$ cat config.mk
export PLATFORM = sky130hd
export DESIGN_NAME = ttt_match_ctrl
export DESIGN_NICKNAME = d
export VERILOG_FILES = /design/src/rtl/ttt_match_ctrl.sv
export SDC_FILE = /design/constraint.sdc
export NUM_CORES = 1
export LEC_CHECK = 0
export ABC_AREA = 1
export CAP_MARGIN = 20
export CELL_PAD_IN_SITES_DETAIL_PLACEMENT = 2
export CELL_PAD_IN_SITES_GLOBAL_PLACEMENT = 2
export CORE_MARGIN = 3
export CORE_UTILIZATION = 26
export DETAILED_ROUTE_END_ITERATION = 10
export PLACE_DENSITY = 0.7
export SLEW_MARGIN = 30
export SYNTH_ARGS = -nofsm -noshare
export SYNTH_HDL_FRONTEND = slang
export SYNTH_SLANG_ARGS = --single-unit
$ cat constraint.sdc
create_clock -name clk -period 4.6 [get_ports clk]
set_input_delay 0.46 -clock clk [delete_from_list [all_inputs] [get_ports clk]]
set_output_delay 0.46 -clock clk [all_outputs]
set_load 0.005 [all_outputs]
$ cat src/rtl/ttt_match_ctrl.sv
// ttt_match_ctrl
// Match controller that sits in front of the tic_tac_toe datapath. It
// arbitrates the two player request ports onto the single move strobe,
// enforces turn order and a per-turn timeout, clears the board between
// games, and tallies a best-of-N match.
//
// Ports
//   clk, reset                    clock (rising edge), async active-high reset
//   start                         pulse, begins a match from IDLE or DONE
//   p1_req/p1_pos, p2_req/p2_pos  level move requests (cell 0..8)
//   current_player, winner, draw  status fed back from tic_tac_toe
//   move_valid, move_pos          one-cycle move strobe to tic_tac_toe
//   game_clear                    one-cycle board reset to tic_tac_toe
//   p1_ack/p2_ack, p1_err/p2_err  one-cycle accept / reject pulses
//   p1_score, p2_score            games won this match (saturating)
//   game_count                    games completed this match (saturating)
//   match_over, match_winner      match result, valid in DONE
//
// state  | meaning
// IDLE   | after reset, waiting for start
// CLEAR  | board reset pulse, turn timer loaded
// WAIT   | serving the on-turn player, turn timer running
// ISSUE  | move strobe and ack to the mover
// SETTLE | tic_tac_toe registers the move
// CHECK  | inspect winner / draw / occupied cell
// SCORE  | tally the finished game
// DONE   | match result held until the next start

module ttt_match_ctrl #(
    parameter int unsigned WINS_NEEDED    = 2,
    parameter int unsigned MAX_GAMES      = 5,
    parameter int unsigned TIMEOUT_CYCLES = 1000
) (
    input  logic       clk,
    input  logic       reset,
    input  logic       start,
    input  logic       p1_req,
    input  logic [3:0] p1_pos,
    input  logic       p2_req,
    input  logic [3:0] p2_pos,
    input  logic [1:0] current_player,
    input  logic [1:0] winner,
    input  logic       draw,
    output logic       move_valid,
    output logic [3:0] move_pos,
    output logic       game_clear,
    output logic       p1_ack,
    output logic       p2_ack,
    output logic       p1_err,
    output logic       p2_err,
    output logic [2:0] p1_score,
    output logic [2:0] p2_score,
    output logic [2:0] game_count,
    output logic       match_over,
    output logic [1:0] match_winner
);

    localparam logic [2:0] S_IDLE   = 3'd0;
    localparam logic [2:0] S_CLEAR  = 3'd1;
    localparam logic [2:0] S_WAIT   = 3'd2;
    localparam logic [2:0] S_ISSUE  = 3'd3;
    localparam logic [2:0] S_SETTLE = 3'd4;
    localparam logic [2:0] S_CHECK  = 3'd5;
    localparam logic [2:0] S_SCORE  = 3'd6;
    localparam logic [2:0] S_DONE   = 3'd7;

    localparam logic [1:0] PL_1 = 2'b01;
    localparam logic [1:0] PL_2 = 2'b10;

    localparam int unsigned    TW         = $clog2(TIMEOUT_CYCLES + 1);
    localparam logic [TW-1:0]  TIMER_LOAD = TW'(TIMEOUT_CYCLES);
    localparam logic [TW-1:0]  TIMER_ONE  = TW'(1);

    logic [2:0]    state_q, state_d;
    logic [TW-1:0] timer_q, timer_d;
    logic [3:0]    pos_q, pos_d;
    logic [1:0]    mover_q, mover_d;
    logic [1:0]    credit_q, credit_d;
    logic [2:0]    p1_score_q, p1_score_d;
    logic [2:0]    p2_score_q, p2_score_d;
    logic [2:0]    game_count_q, game_count_d;

    logic       on_req;
    logic [3:0] on_pos;
    logic       pos_ok;
    logic       timer_tc;
    logic       wait_err;
    logic       check_err;

    // Only the player named by current_player is ever looked at; the other
    // request simply stays pending until its turn comes round.
    always_comb begin
        on_req = 1'b0;
        on_pos = 4'd0;
        if (current_player == PL_1) begin
            on_req = p1_req;
            on_pos = p1_pos;
        end else if (current_player == PL_2) begin
            on_req = p2_req;
            on_pos = p2_pos;
        end
    end

    assign pos_ok   = (on_pos <= 4'd8);
    // Terminal count at 1: the Nth consecutive WAIT cycle is the last chance.
    assign timer_tc = (timer_q == TIMER_ONE);

    always_comb begin
        state_d      = state_q;
        timer_d      = timer_q;
        pos_d        = pos_q;
        mover_d      = mover_q;
        credit_d     = credit_q;
        p1_score_d   = p1_score_q;
        p2_score_d   = p2_score_q;
        game_count_d = game_count_q;

        case (state_q)
            S_IDLE, S_DONE: begin
                if (start) begin
                    state_d      = S_CLEAR;
                    p1_score_d   = 3'd0;
                    p2_score_d   = 3'd0;
                    game_count_d = 3'd0;
                end
            end
            S_CLEAR: begin
                state_d = S_WAIT;
                timer_d = TIMER_LOAD;
            end
            S_WAIT: begin
                // An accepted request beats a timeout landing in the same cycle.
                if (on_req && pos_ok) begin
                    state_d = S_ISSUE;
                    pos_d   = on_pos;
                    mover_d = current_player;
                end else if (timer_tc) begin
                    state_d = S_SCORE;
                    if (current_player == PL_1) begin
                        credit_d = PL_2;
                    end else if (current_player == PL_2) begin
                        credit_d = PL_1;
                    end else begin
                        credit_d = 2'b00;
                    end
                end else begin
                    timer_d = timer_q - TIMER_ONE;
                end
            end
            S_ISSUE: begin
                state_d = S_SETTLE;
            end
            S_SETTLE: begin
                state_d = S_CHECK;
            end
            S_CHECK: begin
                if (winner != 2'b00) begin
                    state_d  = S_SCORE;
                    credit_d = winner;
                end else if (draw) begin
                    state_d  = S_SCORE;
                    credit_d = 2'b00;
                end else if (current_player == mover_q) begin
                    // Turn did not advance: the cell was taken. Same player
                    // retries on the remaining time.
                    state_d = S_WAIT;
                end else begin
                    state_d = S_WAIT;
                    timer_d = TIMER_LOAD;
                end
            end
            S_SCORE: begin
                if (game_count_q != 3'd7) begin
                    game_count_d = game_count_q + 3'd1;
                end
                if (credit_q[0] && (p1_score_q != 3'd7)) begin
                    p1_score_d = p1_score_q + 3'd1;
                end
                if (credit_q[1] && (p2_score_q != 3'd7)) begin
                    p2_score_d = p2_score_q + 3'd1;
                end
                if ((32'(p1_score_d) >= WINS_NEEDED) ||
                    (32'(p2_score_d) >= WINS_NEEDED) ||
                    (32'(game_count_d) >= MAX_GAMES)) begin
                    state_d = S_DONE;
                end else begin
                    state_d = S_CLEAR;
                end
            end
            default: begin
                state_d = S_IDLE;
            end
        endcase
    end

    always_ff @(posedge clk or posedge reset) begin
        if (reset) begin
            state_q      <= S_IDLE;
            timer_q      <= '0;
            pos_q        <= 4'd0;
            mover_q      <= 2'b00;
            credit_q     <= 2'b00;
            p1_score_q   <= 3'd0;
            p2_score_q   <= 3'd0;
            game_count_q <= 3'd0;
        end else begin
            state_q      <= state_d;
            timer_q      <= timer_d;
            pos_q        <= pos_d;
            mover_q      <= mover_d;
            credit_q     <= credit_d;
            p1_score_q   <= p1_score_d;
            p2_score_q   <= p2_score_d;
            game_count_q <= game_count_d;
        end
    end

    assign wait_err  = (state_q == S_WAIT) && on_req && !pos_ok;
    assign check_err = (state_q == S_CHECK) && (winner == 2'b00) && !draw &&
                       (current_player == mover_q);

    assign game_clear = (state_q == S_CLEAR);
    assign move_valid = (state_q == S_ISSUE);
    assign move_pos   = move_valid ? pos_q : 4'd0;
    assign p1_ack     = move_valid && (mover_q == PL_1);
    assign p2_ack     = move_valid && (mover_q == PL_2);
    assign p1_err     = (wait_err && (current_player == PL_1)) ||
                        (check_err && (mover_q == PL_1));
    assign p2_err     = (wait_err && (current_player == PL_2)) ||
                        (check_err && (mover_q == PL_2));

    assign p1_score   = p1_score_q;
    assign p2_score   = p2_score_q;
    assign game_count = game_count_q;
    assign match_over = (state_q == S_DONE);

    always_comb begin
        match_winner = 2'b00;
        if (state_q == S_DONE) begin
            if (p1_score_q > p2_score_q) begin
                match_winner = PL_1;
            end else if (p2_score_q > p1_score_q) begin
                match_winner = PL_2;
            end else begin
                match_winner = 2'b11;
            end
        end
    end

endmodule
==> flow_metrics.py, run 1 <==
metrics = {
    "power": {
        "powerDensity_nw_per_um2": 640,
        "p_leak_nw": 1.31,
        "ir_worst_vdd_uv": 196,
        "power_mw": 1.74,
        "share_comb_of_total_power": 0.582,
        "intPower_mw": 0.902,
        "clkPwrFrac": 0.130,
        "p_sw_mw": 0.837,
        "swShare": 0.481,
        "power.share.sequential": 0.287,
    },
    "worst_setup_path": {
        "slowest_stage": "clkdlybuf4s50_1",
        "cp_max_fo": 7,
        "end_kind": "output port",
        "worstReg2RegStart": "p2_score[0]$_DFFE_PP0P_",
        "arrival_ns": 2.53,
        "cp_top_family": "buffers and inverters",
        "timing.rr.end": "state_q[2]$_DFFE_PP0P_",
        "path_cells": "clkdlybuf4s50_1, inv_4, nand2_1, o22ai_2, inv_2, nor2_2, nand3_1, o22ai_1, clkdlybuf4s50_1",
        "path_buf_inv": 4,
        "r2r_cells": 12,
        "critPathMaxStageDelay_ns": 0.57,
        "cp-startpoint": "current_player[1]",
        "cpMostUsedCell": "clkdlybuf4s50_1",
        "startpoint_type": "input port",
        "required_ns": 4.14,
        "reg2reg_slack_ns": 2.62,
        "setup.worst_path.class": "in -> out",
    },
    "floorplanning": {
        "die_area_um2": 9340,
        "num_rows": 32,
        "die_h_um": 96.6,
        "initial_utilization": 0.272,
        "ios": 40,
        "coreArea_um2": 7850,
        "die_w_um": 96.6,
    },
    "global_route": {
        "grt_pass1_wl_um": 11100,
        "grt-ovfl-total": 0,
        "grt_util_all_layers": 0.144,
        "antenna_found_initial": 0,
        "grt_pass1_vias": 2279,
        "grt_max_degree": 31,
    },
    "place": {
        "gp_congestion": 0.779,
        "placed_area_um2": 2630,
        "port_buffers": 39,
        "hpwl_um": 4960,
        "placed_cells": 428,
        "pre_cts_slack_ns": 1.61,
    },
    "cells_and_area": {
        "final_cells": 436,
        "ff_latch_area_um2": 751,
        "multiInputGateArea_um2": 1160,
        "syn_to_final_growth_pct": 27.2,
        "n_antenna_cell": 0,
        "fin_nets": 362,
        "fin_util": 0.346,
        "nFillCells": 943,
        "final_area_um2": 2720,
        "drive_above_1_share": 0.132,
    },
    "timing": {
        "hold_violations": 0,
        "layout_min_cycle_time_ns": 2.99,
        "setup_viol": 0,
        "max_clock_freq_ghz": 0.334,
        "period_share": 0.650,
        "slew_headroom": 0.718,
        "rsz0062_at_grt": "false",
        "setup_tns_ns": 0,
        "maxSlewViolCount": 0,
        "holdWs_ns": 0.502,
        "finalClockSkew_ns": 0.00531,
        "worst_slew_pin_slew_ns": 0.419,
        "finalWorstSetupSlack_ns": 1.61,
    },
    "hold_path": {
        "hold_path_end": "pos_q[2]$_DFFE_PP0P_",
        "hold_depth": 2,
        "hp-start": "pos_q[2]$_DFFE_PP0P_",
        "hold_class": "reg -> reg",
    },
    "detailed_routing": {
        "num_vias": 2022,
        "drtAntennaViolNets": 0,
        "dr.first_iter.drc_count": 50,
        "drtPass1Iterations": 4,
        "wl_per_cell_um": 14.5,
        "postRouteWirelength_um": 6320,
        "drc": 0,
        "vias_per_cell": 4.64,
    },
    "synth": {
        "yosys-top-cells-area": "dfrtp_1, nand2_1, inv_1",
        "ys.flop_type": "dfrtp_1",
        "synth_warnings": 0,
        "avgSynthCellArea_um2": 7.39,
        "ys_types": 31,
        "async_flop_share": 1.00,
        "synth_most_common_cell": "nand2_1",
        "synth.ff_latch_count": 30,
        "synth-edff-count": 0,
        "synth_commonest_cells": "nand2_1, inv_1, nor2_1, dfrtp_1, nand3_1",
        "yosysTopAreaCellShare": 0.351,
        "mappedNetlistArea_um2": 2140,
        "synth_sequential_area_ratio": 0.351,
        "syn_inst": 289,
        "syn_nets": 318,
        "yosysTopAreaCell": "dfrtp_1",
    },
    "cts": {
        "cts_root_buf": "clkbuf_8",
        "cts_max_path_buffers": 2,
        "clock_latency_ns": 0.28,
        "hold_buffers": 0,
        "cts_resized": 0,
        "cts_sinks": 30,
        "cts_buffers": 5,
        "clkTransAtPathRegs_ns": 0.06,
        "cts_setup_buffers": 0,
        "cts_tree": "yes",
        "htreeDepth": 2,
    },
    "job": {
        "maxCapViolations": 0,
    },
    "outcome": {
        "status": "completed",
    },
}
## how the worst max path moves through the flow
stage,end,slack (ns),depth (start not counted)
5_1_grt,p2_err,1.48,9
3_3_place_gp,p1_err,1.72,9
2_1_floorplan,p1_err,2.85,8
6_report,p2_err,1.61,9
4_1_cts,p2_err,1.61,9
3_5_place_dp,p2_err,1.61,9
## area by class of cell
class / count / area share
clock buffers: 7 / 0.0318
multi-input cells: 207 / 0.427
well taps: 102 / 0.0470
clock inverters: 1 / 0.00184
repair buffers: 40 / 0.146
inverters: 49 / 0.0696
flip-flops and latches: 30 / 0.276
## placed cells by master (no fill, tap or decap), drive strengths merged, types with 7 or more instances in the layout
master and count:
nand2 72, inv 49, clkdlybuf4s50 39, nor2 36
dfrtp 30, o21ai 26, nand3 23, ha 11
o22ai 9, clkbuf 7, nor3 7
## logic make-up (layout without fill, tap and decap cells)
family | after synthesis | count (layout) | synth area share
simple gates | 146 | 146 | 0.326
flops | 30 | 30 | 0.351
xor+xnor | 7 | 7 | 0.0287
fa+ha+maj | 11 | 11 | 0.0644
buf+inv | 52 | 97 | 0.105
compound gates | 43 | 43 | 0.124
## flip-flops by register name, summed over array words and instances (netlist names)
name	count
credit_q	2
game_count	3
mover_q	2
p1_score	3
p2_score	3
pos_q	4
state_q	3
timer_q	10
## worst reg2reg max path, delay by kind of cell (launching register included)
kind,cells,cell delay [ns]
AOI/OAI and AO/OA,1,0.31
adders and majority gates,2,0.40
buffers and inverters,1,0.05
DFF,1,0.41
and+or+nand+nor,8,0.68
## routing by layer
metal / routed length [um] / vias up / GRT usage
met1: 2870 / 974 / 0.175
li1: - / 1019 / -
met4: 68 / 0 / 0.0356
met5: 0 / - / 0
met3: 134 / 5 / 0.0245
met2: 3250 / 24 / 0.261
## power groups by stage
stage	Sequential, mW	Combinational (mW)	Clock [mW]
floorplan	0.476	0.738	0
global placement	0.502	0.993	0
detailed placement	0.505	1.03	0
CTS	0.503	1.04	0.232
global route	0.523	1.19	0.248
finish	0.499	1.01	0.227
(Power assumes the default switching activity.)
==> run 2, diff against run 1 <==
--- a/config.mk
+++ b/config.mk
@@ -12,7 +12,7 @@
 export CORE_MARGIN = 3
 export CORE_UTILIZATION = 26
 export DETAILED_ROUTE_END_ITERATION = 10
-export PLACE_DENSITY = 0.7
+export PLACE_DENSITY = 0.73
 export SLEW_MARGIN = 30
 export SYNTH_ARGS = -nofsm -noshare
 export SYNTH_HDL_FRONTEND = slang
==> constraint.sdc (replaced) <==
create_clock -name clk -period 2.5 [get_ports clk]
set_input_delay 0.25 -clock clk [delete_from_list [all_inputs] [get_ports clk]]
set_output_delay 0.25 -clock clk [all_outputs]
set_load 0.005 [all_outputs]
==> flow_metrics.py, run 2 (synthesis results as in run 1) <==
metrics = {
    "outcome": {
        "status": "completed",
    },
    "floorplanning": {
        "initial_utilization": 0.272,
        "ios": 40,
        "die_area_um2": 9340,
        "die_w_um": 96.6,
        "num_rows": 32,
        "die_h_um": 96.6,
        "coreArea_um2": 7850,
    },
    "timing": {
        "setup_tns_ns": 0,
        "setup_viol": 0,
        "worst_slew_pin_slew_ns": 0.417,
        "layout_min_cycle_time_ns": 2.37,
        "period_share": 0.949,
        "rsz0062_at_grt": "false",
        "hold_violations": 0,
        "max_clock_freq_ghz": 0.421,
        "maxSlewViolCount": 0,
        "finalClockSkew_ns": 0.00553,
        "slew_headroom": 0.722,
    },
    "detailed_routing": {
        "wl_per_cell_um": 14.6,
        "vias_per_cell": 4.71,
        "dr.first_iter.drc_count": 52,
        "postRouteWirelength_um": 6410,
        "num_vias": 2072,
        "drtPass1Iterations": 4,
        "drtAntennaViolNets": 0,
        "drc": 0,
    },
    "worst_setup_path": {
        "setup.worst_path.class": "reg -> out",
        "end_kind": "output port",
        "cp_max_fo": 7,
        "arrival_ns": 2.12,
        "r2r_cells": 12,
        "startpoint_type": "flop",
        "required_ns": 2.25,
    },
    "cells_and_area": {
        "final_cell_mix": "nand2_1, inv_1, clkdlybuf4s50_1",
        "drive_above_1_share": 0.142,
        "fin_nets": 366,
        "top_regs": "timer_q x10, pos_q x4",
        "layout_commonest_cell": "nand2_1",
        "syn_to_final_growth_pct": 28.8,
        "n_antenna_cell": 0,
        "top_register": "timer_q",
        "largest_reg_flops": 10,
    },
    "cts": {
        "cts_root_buf": "clkbuf_8",
        "cts_sinks": 30,
        "cts_tree": "yes",
        "htreeDepth": 2,
        "cts_buffers": 5,
        "cts_setup_buffers": 0,
        "cts_max_path_buffers": 2,
        "hold_buffers": 0,
        "clock_latency_ns": 0.28,
        "clkTransAtPathRegs_ns": 0.07,
    },
    "power": {
        "share_comb_of_total_power": 0.585,
        "power.share.sequential": 0.288,
        "clkPwrFrac": 0.127,
        "ir_worst_vdd_uv": 446,
        "swShare": 0.479,
        "power_mw": 3.20,
        "powerDensity_nw_per_um2": 1160,
        "p_sw_mw": 1.53,
        "intPower_mw": 1.67,
        "p_leak_nw": 1.35,
    },
    "job": {
        "maxCapViolations": 0,
    },
    "hold_path": {
        "hold_class": "in -> async",
    },
    "place": {
        "port_buffers": 39,
        "gp_congestion": 0.807,
        "hpwl_um": 5150,
    },
    "global_route": {
        "grt_pass1_vias": 2275,
        "grt_util_all_layers": 0.142,
        "grt_max_degree": 31,
        "antenna_found_initial": 0,
        "grt-ovfl-total": 0,
        "grt_pass1_wl_um": 11100,
    },
}
==> run 2: worst max-delay path: stages (launching register included) <==
cell	delay [ns]
dfrtp_1	0.44
inv_2	0.15
nand3_2	0.16
nor3_2	0.25
nand2_1	0.11
o22ai_1	0.20
clkdlybuf4s50_1	0.53
==> run 2: cell type report <==
cell class,instances,area [um2]
clock buffer,7,86.3
clock inverter,1,5.00
fill,932,5100
inverter,49,189
multi-input combinational,207,1160
sequential,30,751
tap,102,128
timing repair buffer,44,433
==> run 2: stage by stage <==
stage | hold WS, ns | instances | utilization | setup slack, ns | area, um2
2_1_floorplan | 0.341 | 289 | - | 0.860 | 2140
3_3_place_gp | 0.479 | 432 | 0.338 | 0.133 | 2660
3_5_place_dp | 0.483 | 432 | 0.338 | 0.0148 | 2660
4_1_cts | 0.377 | 440 | 0.350 | 0.0113 | 2750
5_1_grt | 0.429 | 440 | 0.351 | 0.0110 | 2750
6_report | 0.366 | 440 | 0.351 | 0.127 | 2750
==> run 2: power groups by stage <==
stage | logic, mW | registers, mW | clock network, mW
global placement | 1.83 | 0.921 | 0
finish | 1.87 | 0.920 | 0.407
global route | 2.17 | 0.964 | 0.446
floorplan | 1.36 | 0.876 | 0
detailed placement | 1.91 | 0.933 | 0
CTS | 1.92 | 0.926 | 0.427
==> run 2: routing by layer <==
layer  up-vias  track usage  part of all wire
met2        17        0.261              0.53
met3         4       0.0180             0.016
met1      1026        0.174              0.45
met5         -            0                 0
li1       1025            -                 -
met4         0       0.0356            0.0072
==> run 2: what timing repair did <==
action | in CTS | in global routing
endpoints found under the hold margin | 0 | 0
setup endpoints to repair | 0 | 2
gates resized for setup | 0 | 2
==> run 2: worst paths after layout <==
check | slack, ns | to | start
hold / removal | 0.37 | timer_q[6]$_DFFE_PP0P_ | reset
max in group asynchronous | 1.84 | state_q[0]$_DFFE_PP0P_ | reset
min in group clk | 0.42 | mover_q[0]$_DFFE_PP0P_ | current_player[1]
hold reg to reg | 0.49 | credit_q[0]$_DFFE_PP0P_ | credit_q[0]$_DFFE_PP0P_
setup / recovery | 0.13 | p1_err | state_q[1]$_DFFE_PP0P_
setup reg to reg | 0.53 | state_q[2]$_DFFE_PP0P_ | p1_score[0]$_DFFE_PP0P_
